**config.mk**
```make
export PLATFORM = sky130hd
export DESIGN_NAME = snac_button_debouncer_flat
export DESIGN_NICKNAME = d
export VERILOG_FILES = /design/src/rtl/snac_btn_pkg.sv /design/src/rtl/snac_button_debouncer_if.sv /design/src/rtl/snac_button_debounce_lane.sv /design/src/rtl/snac_button_debouncer.sv /design/src/flat_wrapper.sv
export SDC_FILE = /design/constraint.sdc
export NUM_CORES = 1
export LEC_CHECK = 0
export BUFFER_PORTS_ARGS = -buffer_cell sky130_fd_sc_hd__buf_2
export CORE_UTILIZATION = 50
export DETAILED_ROUTE_END_ITERATION = 6
export PLACE_DENSITY = 0.7
export SYNTH_ARGS = -nofsm -noshare
export SYNTH_HDL_FRONTEND = slang
export SYNTH_SLANG_ARGS = --single-unit
```
**constraint.sdc**
```tcl
create_clock -name clk -period 29 [get_ports clk]
set_clock_uncertainty 0.05 [all_clocks]
set_input_delay 2.9 -clock clk [delete_from_list [all_inputs] [get_ports clk]]
set_output_delay 2.9 -clock clk [all_outputs]
set_load 0.05 [all_outputs]
```
**src/rtl/snac_btn_pkg.sv**
```systemverilog
// Shared types and default constants for the SNAC button debouncer.
// Defaults target the 28.375160 MHz core clock with a 5 ms debounce window.
package snac_btn_pkg;

    typedef enum logic [1:0] {
        S_LO,
        S_CHK_HI,
        S_HI,
        S_CHK_LO
    } btn_state_t;

    localparam int CLK_HZ = 28375160;

    localparam int DEF_NUM_BUTTONS = 16;
    localparam int DEF_SYNC_STAGES = 2;
    // 5 ms of clk, rounded to the nearest cycle
    localparam int DEF_DEBOUNCE_CYCLES = (CLK_HZ + 100) / 200;
    localparam int DEF_TICK_DIV = 28;
    localparam int DEF_DEBOUNCE_TICKS = 5000;

endpackage

```
**src/rtl/snac_button_debouncer_if.sv**
```systemverilog
// Button bundle between the pad inputs, the debouncer and its consumers.
// master = debouncer side, slave = consumer / pad-driver side.
interface snac_button_debouncer_if #(
    parameter int NUM_BUTTONS = 16
);

    logic [NUM_BUTTONS-1:0] btn_raw;
    logic [NUM_BUTTONS-1:0] btn_stable;
    logic [NUM_BUTTONS-1:0] btn_rise;
    logic [NUM_BUTTONS-1:0] btn_fall;
    logic                   any_change;

    modport master (
        input  btn_raw,
        output btn_stable,
        output btn_rise,
        output btn_fall,
        output any_change
    );

    modport slave (
        output btn_raw,
        input  btn_stable,
        input  btn_rise,
        input  btn_fall,
        input  any_change
    );

endinterface

```
**src/rtl/snac_button_debounce_lane.sv**
```systemverilog
// One button lane: synchroniser, debounce FSM and dwell counter.
// hit flags the cycle that commits a new level, for the shared any_change flop.
module snac_button_debounce_lane
    import snac_btn_pkg::*;
#(
    parameter int SYNC_STAGES = 2,
    parameter int LIMIT       = 8
) (
    input  logic clk,
    input  logic reset,
    input  logic raw,
    input  logic advance,
    output logic stable,
    output logic rise,
    output logic fall,
    output logic hit
);

    localparam int CW = $clog2(LIMIT);

    logic [SYNC_STAGES-1:0] sync;
    logic                   s;
    btn_state_t             state;
    logic [CW-1:0]          cnt;
    logic                   last;

    assign s    = sync[SYNC_STAGES-1];
    assign last = advance && (cnt == CW'(LIMIT - 1));
    assign hit  = last && (((state == S_CHK_HI) && s) ||
                           ((state == S_CHK_LO) && !s));

    always_ff @(posedge clk or posedge reset) begin
        if (reset) sync <= '0;
        else       sync <= {sync[SYNC_STAGES-2:0], raw};
    end

    // The sample that opens a check is the first of the LIMIT it must see.
    always_ff @(posedge clk or posedge reset) begin
        if (reset) begin
            state  <= S_LO;
            cnt    <= '0;
            stable <= 1'b0;
            rise   <= 1'b0;
            fall   <= 1'b0;
        end else begin
            rise <= 1'b0;
            fall <= 1'b0;
            unique case (state)
                S_LO: begin
                    if (s) begin
                        state <= S_CHK_HI;
                        cnt   <= CW'(advance);
                    end
                end
                S_CHK_HI: begin
                    if (!s) begin
                        state <= S_LO;
                        cnt   <= '0;
                    end else if (last) begin
                        state  <= S_HI;
                        stable <= 1'b1;
                        rise   <= 1'b1;
                        cnt    <= '0;
                    end else if (advance) begin
                        cnt <= cnt + CW'(1);
                    end
                end
                S_HI: begin
                    if (!s) begin
                        state <= S_CHK_LO;
                        cnt   <= CW'(advance);
                    end
                end
                S_CHK_LO: begin
                    if (s) begin
                        state <= S_HI;
                        cnt   <= '0;
                    end else if (last) begin
                        state  <= S_LO;
                        stable <= 1'b0;
                        fall   <= 1'b1;
                        cnt    <= '0;
                    end else if (advance) begin
                        cnt <= cnt + CW'(1);
                    end
                end
                default: begin
                    state <= S_LO;
                    cnt   <= '0;
                end
            endcase
        end
    end

endmodule

```
**src/rtl/snac_button_debouncer.sv**
```systemverilog
// Debounces the SNAC/Analogizer pad buttons into clean levels and edge pulses.
// Define BTN_DEBOUNCE_PRESCALE_EN to count dwell in prescaled ticks.
module snac_button_debouncer
    import snac_btn_pkg::*;
#(
    parameter int NUM_BUTTONS     = DEF_NUM_BUTTONS,
    parameter int SYNC_STAGES     = DEF_SYNC_STAGES,
    parameter int DEBOUNCE_CYCLES = DEF_DEBOUNCE_CYCLES,
    parameter int TICK_DIV        = DEF_TICK_DIV,
    parameter int DEBOUNCE_TICKS  = DEF_DEBOUNCE_TICKS
) (
    input  logic clk,
    input  logic reset,
    snac_button_debouncer_if.master bus
);

    if (SYNC_STAGES < 2 || SYNC_STAGES > 4) begin : g_bad_sync
        $error("SYNC_STAGES must be 2..4");
    end
    if (DEBOUNCE_CYCLES < 2 || DEBOUNCE_TICKS < 2 || TICK_DIV < 1) begin : g_bad_limit
        $error("debounce limits out of range");
    end

    logic advance;

`ifdef BTN_DEBOUNCE_PRESCALE_EN
    localparam int LIMIT = DEBOUNCE_TICKS;
    localparam int PW    = (TICK_DIV > 1) ? $clog2(TICK_DIV) : 1;

    logic [PW-1:0] pre;

    assign advance = (pre == PW'(TICK_DIV - 1));

    always_ff @(posedge clk or posedge reset) begin
        if (reset)        pre <= '0;
        else if (advance) pre <= '0;
        else              pre <= pre + PW'(1);
    end
`else
    localparam int LIMIT = DEBOUNCE_CYCLES;

    assign advance = 1'b1;
`endif

    logic [NUM_BUTTONS-1:0] stable;
    logic [NUM_BUTTONS-1:0] rise;
    logic [NUM_BUTTONS-1:0] fall;
    logic [NUM_BUTTONS-1:0] hit;

    for (genvar i = 0; i < NUM_BUTTONS; i++) begin : g_lane
        snac_button_debounce_lane #(
            .SYNC_STAGES (SYNC_STAGES),
            .LIMIT       (LIMIT)
        ) u_lane (
            .clk     (clk),
            .reset   (reset),
            .raw     (bus.btn_raw[i]),
            .advance (advance),
            .stable  (stable[i]),
            .rise    (rise[i]),
            .fall    (fall[i]),
            .hit     (hit[i])
        );
    end

    assign bus.btn_stable = stable;
    assign bus.btn_rise   = rise;
    assign bus.btn_fall   = fall;

    // Registered from the lanes' commit decision so it lines up with rise/fall.
    always_ff @(posedge clk or posedge reset) begin
        if (reset) bus.any_change <= 1'b0;
        else       bus.any_change <= |hit;
    end

endmodule

```
**src/flat_wrapper.sv**
```systemverilog
// flat-port wrapper written by rule: the top's interface ports become plain ports
module snac_button_debouncer_flat import snac_btn_pkg::*;
#(
    parameter int NUM_BUTTONS     = DEF_NUM_BUTTONS,
    parameter int SYNC_STAGES     = DEF_SYNC_STAGES,
    parameter int DEBOUNCE_CYCLES = DEF_DEBOUNCE_CYCLES,
    parameter int TICK_DIV        = DEF_TICK_DIV,
    parameter int DEBOUNCE_TICKS  = DEF_DEBOUNCE_TICKS
)
  (clk, reset, bus_btn_raw, bus_btn_stable, bus_btn_rise, bus_btn_fall, bus_any_change);
  snac_button_debouncer_if #(.NUM_BUTTONS(NUM_BUTTONS)) bus_i ();
  input  logic clk;
  input  logic reset;
  input wire logic [$bits(bus_i.btn_raw)-1:0] bus_btn_raw;
  output wire logic [$bits(bus_i.btn_stable)-1:0] bus_btn_stable;
  output wire logic [$bits(bus_i.btn_rise)-1:0] bus_btn_rise;
  output wire logic [$bits(bus_i.btn_fall)-1:0] bus_btn_fall;
  output wire logic [$bits(bus_i.any_change)-1:0] bus_any_change;
  assign bus_i.btn_raw = bus_btn_raw;
  assign bus_btn_stable = bus_i.btn_stable;
  assign bus_btn_rise = bus_i.btn_rise;
  assign bus_btn_fall = bus_i.btn_fall;
  assign bus_any_change = bus_i.any_change;
  snac_button_debouncer #(.NUM_BUTTONS(NUM_BUTTONS), .SYNC_STAGES(SYNC_STAGES), .DEBOUNCE_CYCLES(DEBOUNCE_CYCLES), .TICK_DIV(TICK_DIV), .DEBOUNCE_TICKS(DEBOUNCE_TICKS)) u_core (.clk(clk), .reset(reset), .bus(bus_i));
endmodule
```
==> flow_results.xml, run 1 <==
<?xml version="1.0" encoding="UTF-8"?>
<metrics>
  <group name="placement">
    <metric name="dpl.hpwl" unit="um">28900</metric>
    <metric name="place_congestion" unit="">0.838</metric>
    <metric name="numPortBuffers" unit="">66</metric>
  </group>
  <group name="floorplanning">
    <metric name="floorplan.rows" unit="">73</metric>
    <metric name="fp.dieH" unit="um">203</metric>
    <metric name="floorplan.initialDensity" unit="%">50.9</metric>
    <metric name="die_x" unit="um">203</metric>
    <metric name="placeableCoreArea" unit="um2">39800</metric>
    <metric name="top_level_i_o_count" unit="">67</metric>
    <metric name="die_area" unit="um2">41400</metric>
  </group>
  <group name="detailed_routing">
    <metric name="drt_iter0_markers" unit="">1072</metric>
    <metric name="drcViolationCount" unit="">0</metric>
    <metric name="routed_wl" unit="um">44100</metric>
    <metric name="vias" unit="">16700</metric>
    <metric name="drt_first_pass_iters" unit="">5</metric>
    <metric name="post_drt_via_cell_ratio" unit="">5.98</metric>
    <metric name="route.antenna.remaining_nets" unit="">0</metric>
    <metric name="drt-wirelength-per-cell" unit="um">15.8</metric>
  </group>
  <group name="sta">
    <metric name="timing.slew.headroom" unit="%">13.1</metric>
    <metric name="timing.final.hold_violations" unit="">0</metric>
    <metric name="finalCriticalPeriod" unit="ns">4.76</metric>
    <metric name="timing_worst_slew_pin_value" unit="ns">1.30</metric>
    <metric name="final.setup.tns" unit="ns">0</metric>
    <metric name="fmax" unit="MHz">210</metric>
    <metric name="hold_slack" unit="ns">0.296</metric>
    <metric name="slew_violations" unit="">0</metric>
    <metric name="post-route-period-util" unit="%">16.4</metric>
    <metric name="final-setup-viol-count" unit="">0</metric>
    <metric name="grt_setup_unrepaired" unit="">no</metric>
  </group>
  <group name="cells_and_area">
    <metric name="multi_input_gate_area_in_the_final_layout" unit="um2">9430</metric>
    <metric name="drive_above_1_share" unit="%">8.34</metric>
    <metric name="final_core_util" unit="%">55.7</metric>
    <metric name="num-nets-final" unit="">2269</metric>
    <metric name="flow.area_growth_from_synthesis" unit="%">9.34</metric>
    <metric name="insertedDiodeCount" unit="">0</metric>
    <metric name="sequential_cell_area" unit="um2">10000</metric>
    <metric name="fillers" unit="">3607</metric>
  </group>
  <group name="synthesis">
    <metric name="fraction_of_the_mapped_netlist_area_in_compound_gates" unit="%">18.9</metric>
    <metric name="yosys-top-cells-area" unit="">sky130_fd_sc_hd__dfrtp_1 49%, sky130_fd_sc_hd__o21ai_0 8.7%, sky130_fd_sc_hd__nand2_1 5.7%</metric>
    <metric name="post_synth_adder_cell_area" unit="%">0.987</metric>
    <metric name="synth_seq_cells" unit="">401</metric>
    <metric name="mappedNetlistNets" unit="">2270</metric>
    <metric name="synth_mux_area_share" unit="%">0.494</metric>
    <metric name="synthArstFlopShare" unit="%">100</metric>
    <metric name="post_synth_instance_area" unit="um2">20300</metric>
    <metric name="dominantRegCellSynth" unit="">sky130_fd_sc_hd__dfrtp_1</metric>
    <metric name="yosysTopAreaCellShare" unit="%">49.5</metric>
    <metric name="synthDistinctLibCells" unit="">67</metric>
    <metric name="largest_family_of_logic_cells_by_synthesized_area" unit="">simple AND/OR/NAND/NOR gates</metric>
    <metric name="synth.yosys.seq_area_share" unit="%">49.5</metric>
    <metric name="synthCells" unit="">2236</metric>
    <metric name="dominant_cell_type_by_area_after_synthesis" unit="">sky130_fd_sc_hd__dfrtp_1</metric>
    <metric name="post_synth.cell_area_avg" unit="um2">9.07</metric>
    <metric name="yosys_warnings" unit="">0</metric>
    <metric name="synth_simple_gate_area_share" unit="%">23.8</metric>
    <metric name="synth_enable_flop_cells" unit="">0</metric>
    <metric name="synth_xor_xnor_area_share" unit="%">2.38</metric>
  </group>
  <group name="setup_path">
    <metric name="required" unit="ns">29.51</metric>
    <metric name="ordered_cell_list_for_the_critical_path" unit="">buf_2 &gt; inv_8 &gt; buf_4 &gt; buf_4</metric>
    <metric name="critical_path.max_stage_delay" unit="ns">0.84</metric>
    <metric name="path_max_fanout" unit="">123</metric>
    <metric name="worst_ep_arrival_time" unit="ns">5.27</metric>
    <metric name="timing.critical_path.to_type" unit="">asynchronous set/reset pin</metric>
    <metric name="cpMostUsedCell" unit="">sky130_fd_sc_hd__buf_4</metric>
    <metric name="timing.critical_path.from_type" unit="">input pin</metric>
    <metric name="cpMaxStageDelayCell" unit="">sky130_fd_sc_hd__buf_4</metric>
    <metric name="path_class" unit="">in -&gt; async</metric>
  </group>
  <group name="global_routing">
    <metric name="grt_pass1_wl" unit="um">75800</metric>
    <metric name="grt-ovfl-total" unit="">0</metric>
    <metric name="grt_pass1_vias" unit="">16000</metric>
    <metric name="maximum_number_of_pins_on_one_net_before_global_route_repair" unit="">124</metric>
    <metric name="antenna_violations_before_repair" unit="">3</metric>
    <metric name="grt_use_total" unit="%">21.8</metric>
  </group>
  <group name="clock_network">
    <metric name="cts_max_path_buffers" unit="">3</metric>
    <metric name="cts.repair.resized" unit="">0</metric>
    <metric name="tritoncts_clock_tree" unit="">yes</metric>
    <metric name="clockRootBuffer" unit="">sky130_fd_sc_hd__clkbuf_16</metric>
    <metric name="clk_latency" unit="ns">0.57</metric>
    <metric name="cts-hold-fix-buffers" unit="">0</metric>
    <metric name="clock_input_transition_at_the_sequential_cells_of_the_worst_setup_and_hold_paths" unit="ns">0.06</metric>
    <metric name="clock_tree.htree_level_count" unit="">2</metric>
    <metric name="cts-buffers-inserted" unit="">44</metric>
    <metric name="clkSinkCount" unit="">401</metric>
    <metric name="cts_post_setup_buffers_inserted" unit="">0</metric>
  </group>
  <group name="power">
    <metric name="power_leakage" unit="nW">9.15</metric>
    <metric name="ir_drop" unit="uV">54.1</metric>
    <metric name="power" unit="mW">1.36</metric>
    <metric name="powerDensity" unit="nW/um2">61.3</metric>
  </group>
  <group name="status">
    <metric name="outcome" unit="">finished, final reports clean</metric>
  </group>
  <group name="hold_path">
    <metric name="worst_hold_path_type" unit="">reg -&gt; reg</metric>
  </group>
  <group name="job">
    <metric name="max_cap_viol_count" unit="">0</metric>
  </group>
</metrics>
[kinds of logic (layout without fill, tap and decap cells)]
logic type / count (synthesis) / in the layout
XOR/XNOR: 55 / 55
buffers and inverters: 162 / 193
AND/OR/NAND/NOR: 942 / 942
AO/OA/AOI/OAI: 651 / 651
multiplexers: 9 / 9
flip-flops: 401 / 401
adder cells (fa/ha/maj): 16 / 16
[final cells by class]
cell class                 count  area share, %
clock buffer                  60           5.56
clock inverter                18           1.22
inverter                      42          0.745
multi-input combinational   1673           42.5
sequential                   401           45.3
tap                          525           2.96
timing repair buffer          73           1.73
[stage by stage]
step | instances | instance area [um2] | setup slack, ns
after detailed placement | 2714 | 20700 | 23.41
after global routing | 2792 | 22200 | 23.71
after CTS | 2792 | 22200 | 24.03
after global placement | 2714 | 20700 | 23.43
final | 2792 | 22200 | 24.24
after floorplan | 2236 | 20300 | 14.90
[state kept, by name, indices dropped and copies added (netlist names), named ones only]
| name | cells |
|---|---|
| u_core.g_lane.u_lane.fall | 16 |
| u_core.g_lane.u_lane.state | 16 |
| u_core.g_lane.u_lane.cnt | 288 |
| u_core.g_lane.u_lane.sync | 32 |
| u_core.g_lane.u_lane.rise | 16 |
| u_core.bus.any_change | 1 |
| u_core.g_lane.u_lane.stable | 16 |
[synthesized netlist by cell type, types with 39 or more instances]
cell type                    n
sky130_fd_sc_hd__dfrtp_1   401
sky130_fd_sc_hd__a21oi_1    57
sky130_fd_sc_hd__clkbuf_1   58
sky130_fd_sc_hd__nor2_1    142
sky130_fd_sc_hd__nand3_1   108
sky130_fd_sc_hd__a31oi_1    96
sky130_fd_sc_hd__o21ai_0   351
sky130_fd_sc_hd__and3_1     39
sky130_fd_sc_hd__buf_4      50
sky130_fd_sc_hd__nand4_1    69
sky130_fd_sc_hd__inv_1      42
sky130_fd_sc_hd__nor3_1     58
sky130_fd_sc_hd__xor2_1     41
sky130_fd_sc_hd__nand2_1   310
[worst paths after layout]
check	start	endpoint	slack [ns]	depth (start not counted)
worst min register to register	u_core.g_lane[12].u_lane.sync[0]	u_core.g_lane[12].u_lane.sync[1]	0.30	0
worst max-delay path	reset	u_core.g_lane[2].u_lane.cnt[1]	24.24	4
min in group asynchronous	reset	u_core.g_lane[14].u_lane.fall	2.41	2
worst max register to register	u_core.g_lane[12].u_lane.cnt[0]	u_core.g_lane[12].u_lane.cnt[17]	26.17	7
worst min-delay path	u_core.g_lane[12].u_lane.sync[0]	u_core.g_lane[12].u_lane.sync[1]	0.30	0
max in group clk	u_core.g_lane[4].u_lane.stable	bus_btn_stable[4]	24.84	1
[critical path, delay by kind of cell]
kind	cells	cell delay [ns]
buffers and inverters	4	2.27
[routing by layer]
metal,GRT usage [%],wire length (um)
met5,0,12
met4,7.38,933
met3,3.36,1740
met2,35.9,20800
met1,29.2,20600
[power breakdown]
group          total [mW]  internal, mW  switching, mW
Clock               0.585         0.359          0.226
Combinational       0.154        0.0517          0.102
Sequential          0.620         0.586         0.0345
Total                1.36         0.996          0.363
[cells in the final DEF (no fill, tap or decap), types with 7 or more instances in the layout]
master,instances
sky130_fd_sc_hd__buf_4,7
sky130_fd_sc_hd__a22o_1,19
sky130_fd_sc_hd__nor3_1,58
sky130_fd_sc_hd__nor2_1,142
sky130_fd_sc_hd__and2_1,34
sky130_fd_sc_hd__or3_1,15
sky130_fd_sc_hd__nand2b_1,14
sky130_fd_sc_hd__nor3b_1,12
sky130_fd_sc_hd__clkinv_2,9
sky130_fd_sc_hd__o21a_1,16
sky130_fd_sc_hd__ha_1,16
sky130_fd_sc_hd__a21oi_1,57
sky130_fd_sc_hd__nor4_1,28
sky130_fd_sc_hd__nand2_1,310
sky130_fd_sc_hd__xnor2_1,14
sky130_fd_sc_hd__nor4bb_1,10
sky130_fd_sc_hd__a31oi_1,96
sky130_fd_sc_hd__nor4b_1,20
sky130_fd_sc_hd__clkbuf_1,10
sky130_fd_sc_hd__and3_1,39
sky130_fd_sc_hd__o21ai_0,351
sky130_fd_sc_hd__o21bai_1,7
sky130_fd_sc_hd__mux2_2,8
sky130_fd_sc_hd__xor2_1,41
sky130_fd_sc_hd__and4_1,13
sky130_fd_sc_hd__inv_1,41
sky130_fd_sc_hd__o41ai_1,9
sky130_fd_sc_hd__nor2b_1,16
sky130_fd_sc_hd__dfrtp_1,401
sky130_fd_sc_hd__bufinv_16,7
sky130_fd_sc_hd__clkbuf_16,45
sky130_fd_sc_hd__nand4_1,69
sky130_fd_sc_hd__o31ai_1,36
sky130_fd_sc_hd__o21ai_1,13
sky130_fd_sc_hd__buf_2,66
sky130_fd_sc_hd__nand3_1,108
sky130_fd_sc_hd__or2_2,14
(Power assumes the default switching activity.)
==> run 2, diff against run 1 <==
ABC_AREA = 1   (was default)
clock period = 4.9 ns   (was 29 ns; I/O delays follow)
==> flow_results.xml, run 2 <==
<?xml version="1.0" encoding="UTF-8"?>
<metrics>
  <group name="status">
    <metric name="outcome" unit="">finished, final reports clean</metric>
  </group>
  <group name="synthesis">
    <metric name="largest_family_of_logic_cells_by_synthesized_area" unit="">simple AND/OR/NAND/NOR gates</metric>
    <metric name="synth_xor_xnor_area_share" unit="%">4.29</metric>
    <metric name="synthArstFlopShare" unit="%">100</metric>
    <metric name="mappedNetlistNets" unit="">2709</metric>
    <metric name="synth_enable_flop_cells" unit="">0</metric>
    <metric name="yosys_warnings" unit="">0</metric>
    <metric name="dominantRegCellSynth" unit="">sky130_fd_sc_hd__dfrtp_1</metric>
    <metric name="fraction_of_the_mapped_netlist_area_in_compound_gates" unit="%">12.4</metric>
    <metric name="dominant_cell_type_by_area_after_synthesis" unit="">sky130_fd_sc_hd__dfrtp_1</metric>
    <metric name="synthCells" unit="">2675</metric>
    <metric name="synth.most_common_cell" unit="">sky130_fd_sc_hd__nand2_1</metric>
    <metric name="synth_simple_gate_area_share" unit="%">26.5</metric>
    <metric name="synthDistinctLibCells" unit="">55</metric>
    <metric name="post_synth_adder_cell_area" unit="%">0.934</metric>
    <metric name="synth_seq_cells" unit="">401</metric>
    <metric name="synth_mux_area_share" unit="%">0.0467</metric>
    <metric name="yosysTopAreaCellShare" unit="%">46.8</metric>
    <metric name="yosys-top-cells-area" unit="">sky130_fd_sc_hd__dfrtp_1 47%, sky130_fd_sc_hd__nand2_1 10%, sky130_fd_sc_hd__inv_1 6.0%</metric>
    <metric name="synth.yosys.seq_area_share" unit="%">46.8</metric>
    <metric name="post_synth.cell_area_avg" unit="um2">8.02</metric>
    <metric name="post_synth_instance_area" unit="um2">21400</metric>
    <metric name="synth.cells.most_frequent" unit="">569 x sky130_fd_sc_hd__nand2_1, 401 x sky130_fd_sc_hd__dfrtp_1, 340 x sky130_fd_sc_hd__inv_1</metric>
  </group>
  <group name="setup_path">
    <metric name="cpMostUsedCell" unit="">sky130_fd_sc_hd__inv_1</metric>
    <metric name="worst_ep_arrival_time" unit="ns">2.45</metric>
    <metric name="path_class" unit="">reg -&gt; reg</metric>
    <metric name="cpMaxStageDelayCell" unit="">sky130_fd_sc_hd__a21oi_1</metric>
    <metric name="timing.critical_path.from_type" unit="">flop</metric>
    <metric name="path_max_fanout" unit="">12</metric>
    <metric name="timing.critical_path.to_type" unit="">flop</metric>
    <metric name="required" unit="ns">5.30</metric>
    <metric name="ordered_cell_list_for_the_critical_path" unit="">nor2_1 &gt; inv_1 &gt; a21oi_1 &gt; inv_1 &gt; o22a_1</metric>
    <metric name="critical_path.max_stage_delay" unit="ns">0.66</metric>
  </group>
  <group name="global_routing">
    <metric name="maximum_number_of_pins_on_one_net_before_global_route_repair" unit="">144</metric>
    <metric name="grt_pass1_wl" unit="um">78100</metric>
    <metric name="grt-ovfl-total" unit="">0</metric>
    <metric name="grt_pass1_vias" unit="">17300</metric>
    <metric name="antenna_violations_before_repair" unit="">2</metric>
    <metric name="grt_use_total" unit="%">21.0</metric>
  </group>
  <group name="power">
    <metric name="switching_share_of_total_power" unit="%">32.0</metric>
    <metric name="p_clk_share" unit="%">38.4</metric>
    <metric name="ir_drop" unit="uV">303</metric>
    <metric name="power_leakage" unit="nW">10.6</metric>
    <metric name="power.net_switching" unit="mW">2.98</metric>
    <metric name="power.internal" unit="mW">6.33</metric>
    <metric name="powerDensity" unit="nW/um2">392</metric>
    <metric name="pwr-share-comb" unit="%">19.5</metric>
    <metric name="sequential_power_share" unit="%">42.1</metric>
  </group>
  <group name="detailed_routing">
    <metric name="drt-wirelength-per-cell" unit="um">13.5</metric>
    <metric name="vias" unit="">17600</metric>
    <metric name="post_drt_via_cell_ratio" unit="">5.34</metric>
    <metric name="drt_first_pass_iters" unit="">6</metric>
    <metric name="drcViolationCount" unit="">0</metric>
    <metric name="route.antenna.remaining_nets" unit="">0</metric>
    <metric name="routed_wl" unit="um">44600</metric>
    <metric name="drt_iter0_markers" unit="">1228</metric>
  </group>
  <group name="floorplanning">
    <metric name="die_area" unit="um2">43700</metric>
    <metric name="floorplan.rows" unit="">75</metric>
    <metric name="floorplan.initialDensity" unit="%">50.9</metric>
    <metric name="top_level_i_o_count" unit="">67</metric>
    <metric name="die_x" unit="um">209</metric>
    <metric name="fp.dieH" unit="um">209</metric>
    <metric name="placeableCoreArea" unit="um2">42100</metric>
  </group>
  <group name="cells_and_area">
    <metric name="largest_register" unit="">u_core.g_lane.u_lane.cnt</metric>
    <metric name="postLayoutCellArea" unit="um2">23700</metric>
    <metric name="insertedDiodeCount" unit="">0</metric>
    <metric name="most_used_cells_in_the_layout_excluding_fill_and_tap_cells" unit="">569 x sky130_fd_sc_hd__nand2_1, 401 x sky130_fd_sc_hd__dfrtp_1, 339 x sky130_fd_sc_hd__inv_1, 260 x sky130_fd_sc_hd__nor2_1, 176 x sky130_fd_sc_hd__o21ai_0</metric>
    <metric name="num-nets-final" unit="">2764</metric>
    <metric name="fillers" unit="">3780</metric>
    <metric name="biggest_registers_after_layout" unit="">u_core.g_lane.u_lane.cnt (288), u_core.g_lane.u_lane.sync (32)</metric>
    <metric name="sequential_cell_area" unit="um2">10000</metric>
    <metric name="layout_commonest_cell" unit="">sky130_fd_sc_hd__nand2_1</metric>
    <metric name="flow.area_growth_from_synthesis" unit="%">10.6</metric>
    <metric name="post_layout_nonfiller_instances" unit="">3305</metric>
    <metric name="drive_above_1_share" unit="%">11.1</metric>
    <metric name="multi_input_gate_area_in_the_final_layout" unit="um2">9470</metric>
    <metric name="largest_register_ff_count" unit="">288</metric>
  </group>
  <group name="job">
    <metric name="max_cap_viol_count" unit="">0</metric>
  </group>
  <group name="sta">
    <metric name="slew_violations" unit="">0</metric>
    <metric name="fmax" unit="MHz">488</metric>
    <metric name="finalCriticalPeriod" unit="ns">2.05</metric>
    <metric name="timing.final.hold_violations" unit="">0</metric>
    <metric name="post-route-period-util" unit="%">41.8</metric>
    <metric name="grt_setup_unrepaired" unit="">no</metric>
    <metric name="timing.slew.headroom" unit="%">43.0</metric>
    <metric name="timing_worst_slew_pin_value" unit="ns">0.855</metric>
    <metric name="final-setup-viol-count" unit="">0</metric>
  </group>
  <group name="hold_path">
    <metric name="worst_hold_path_type" unit="">reg -&gt; reg</metric>
    <metric name="worst_hold_startpoint" unit="">u_core.g_lane[10].u_lane.sync[0]</metric>
  </group>
  <group name="clock_network">
    <metric name="cts_post_setup_buffers_inserted" unit="">0</metric>
    <metric name="tritoncts_clock_tree" unit="">yes</metric>
    <metric name="clk_latency" unit="ns">0.57</metric>
    <metric name="clock_tree.htree_level_count" unit="">2</metric>
    <metric name="clock_input_transition_at_the_sequential_cells_of_the_worst_setup_and_hold_paths" unit="ns">0.06</metric>
    <metric name="clkSinkCount" unit="">401</metric>
    <metric name="cts-buffers-inserted" unit="">45</metric>
    <metric name="cts_max_path_buffers" unit="">3</metric>
    <metric name="clockRootBuffer" unit="">sky130_fd_sc_hd__clkbuf_16</metric>
  </group>
  <group name="placement">
    <metric name="dp_cells" unit="">3205</metric>
    <metric name="numPortBuffers" unit="">66</metric>
    <metric name="dpl_cell_area" unit="um2">22000</metric>
    <metric name="place_congestion" unit="">0.902</metric>
    <metric name="dpl.hpwl" unit="um">30800</metric>
  </group>
</metrics>
==> run 2: kinds of logic (layout without fill, tap and decap cells) <==
kind of cell / count (synthesis) / count (layout)
multiplexers: 1 / 1
AO/OA/AOI/OAI: 471 / 471
AND/OR/NAND/NOR: 1236 / 1236
flip-flops: 401 / 401
buffers and inverters: 445 / 536
adder cells (fa/ha/maj): 16 / 16
XOR/XNOR: 105 / 105
==> run 2: area by class of cell <==
class / instances / share of cell area (%)
Multi-Input combinational cell: 1829 / 39.9
Clock buffer: 63 / 5.55
Sequential cell: 401 / 42.3
Clock inverter: 20 / 1.13
Timing Repair Buffer: 88 / 2.43
Tap cell: 539 / 2.84
Inverter: 365 / 5.79
==> run 2: per-stage QoR <==
stage	hold slack [ns]	util, %	TNS [ns]	setup WS [ns]	power [mW]
global route	0.304	56.3	0	2.61	9.83
CTS	0.299	56.3	0	2.82	9.42
finish	0.297	56.3	0	2.85	9.31
global placement	0.283	52.1	0	2.91	5.70
floorplan	0.281	-	-416.94	-1.04	5.37
detailed placement	0.286	52.1	0	2.85	5.78
==> run 2: path summary, 6_finish.rpt <==
kind,to,slack [ns],depth (start not counted)
max,u_core.g_lane[12].u_lane.cnt[0],2.85,5
min in group asynchronous,asynchronous set/reset pin,0.44,3
min reg2reg,u_core.g_lane[10].u_lane.sync[1],0.30,0
max in group asynchronous,u_core.g_lane[15].u_lane.cnt[8],3.28,4
min,u_core.g_lane[10].u_lane.sync[1],0.30,0
max reg2reg,u_core.g_lane[12].u_lane.cnt[0],2.85,5
==> run 2: power by group through the flow <==
stage | Clock [mW] | Combinational, mW | Sequential (mW)
6_report | 3.57 | 1.81 | 3.92
5_1_grt | 3.80 | 2.06 | 3.97
4_1_cts | 3.68 | 1.83 | 3.91
3_5_place_dp | 0 | 1.81 | 3.97
3_3_place_gp | 0 | 1.75 | 3.95
2_1_floorplan | 0 | 1.47 | 3.90
==> run 2: timing repair <==
item                      CTS  global route
hold endpoints to repair   29             0
resized for setup           0             0
hold buffers               17             0
==> run 2: per-layer routing <==
metal	wire [um]	part of all wire (%)	global-route usage, %
met1	20800	47	28.1
met2	20900	47	34.7
met3	1700	3.8	2.96
met4	1140	2.6	7.73
met5	11	0.025	0
==> run 2: critical path: cells and delay by family, from the launching register on <==
family / cells / cell delay [ns]
flops: 1 / 0.42
compound gates: 2 / 0.94
simple gates: 1 / 0.14
buf+inv: 2 / 0.39
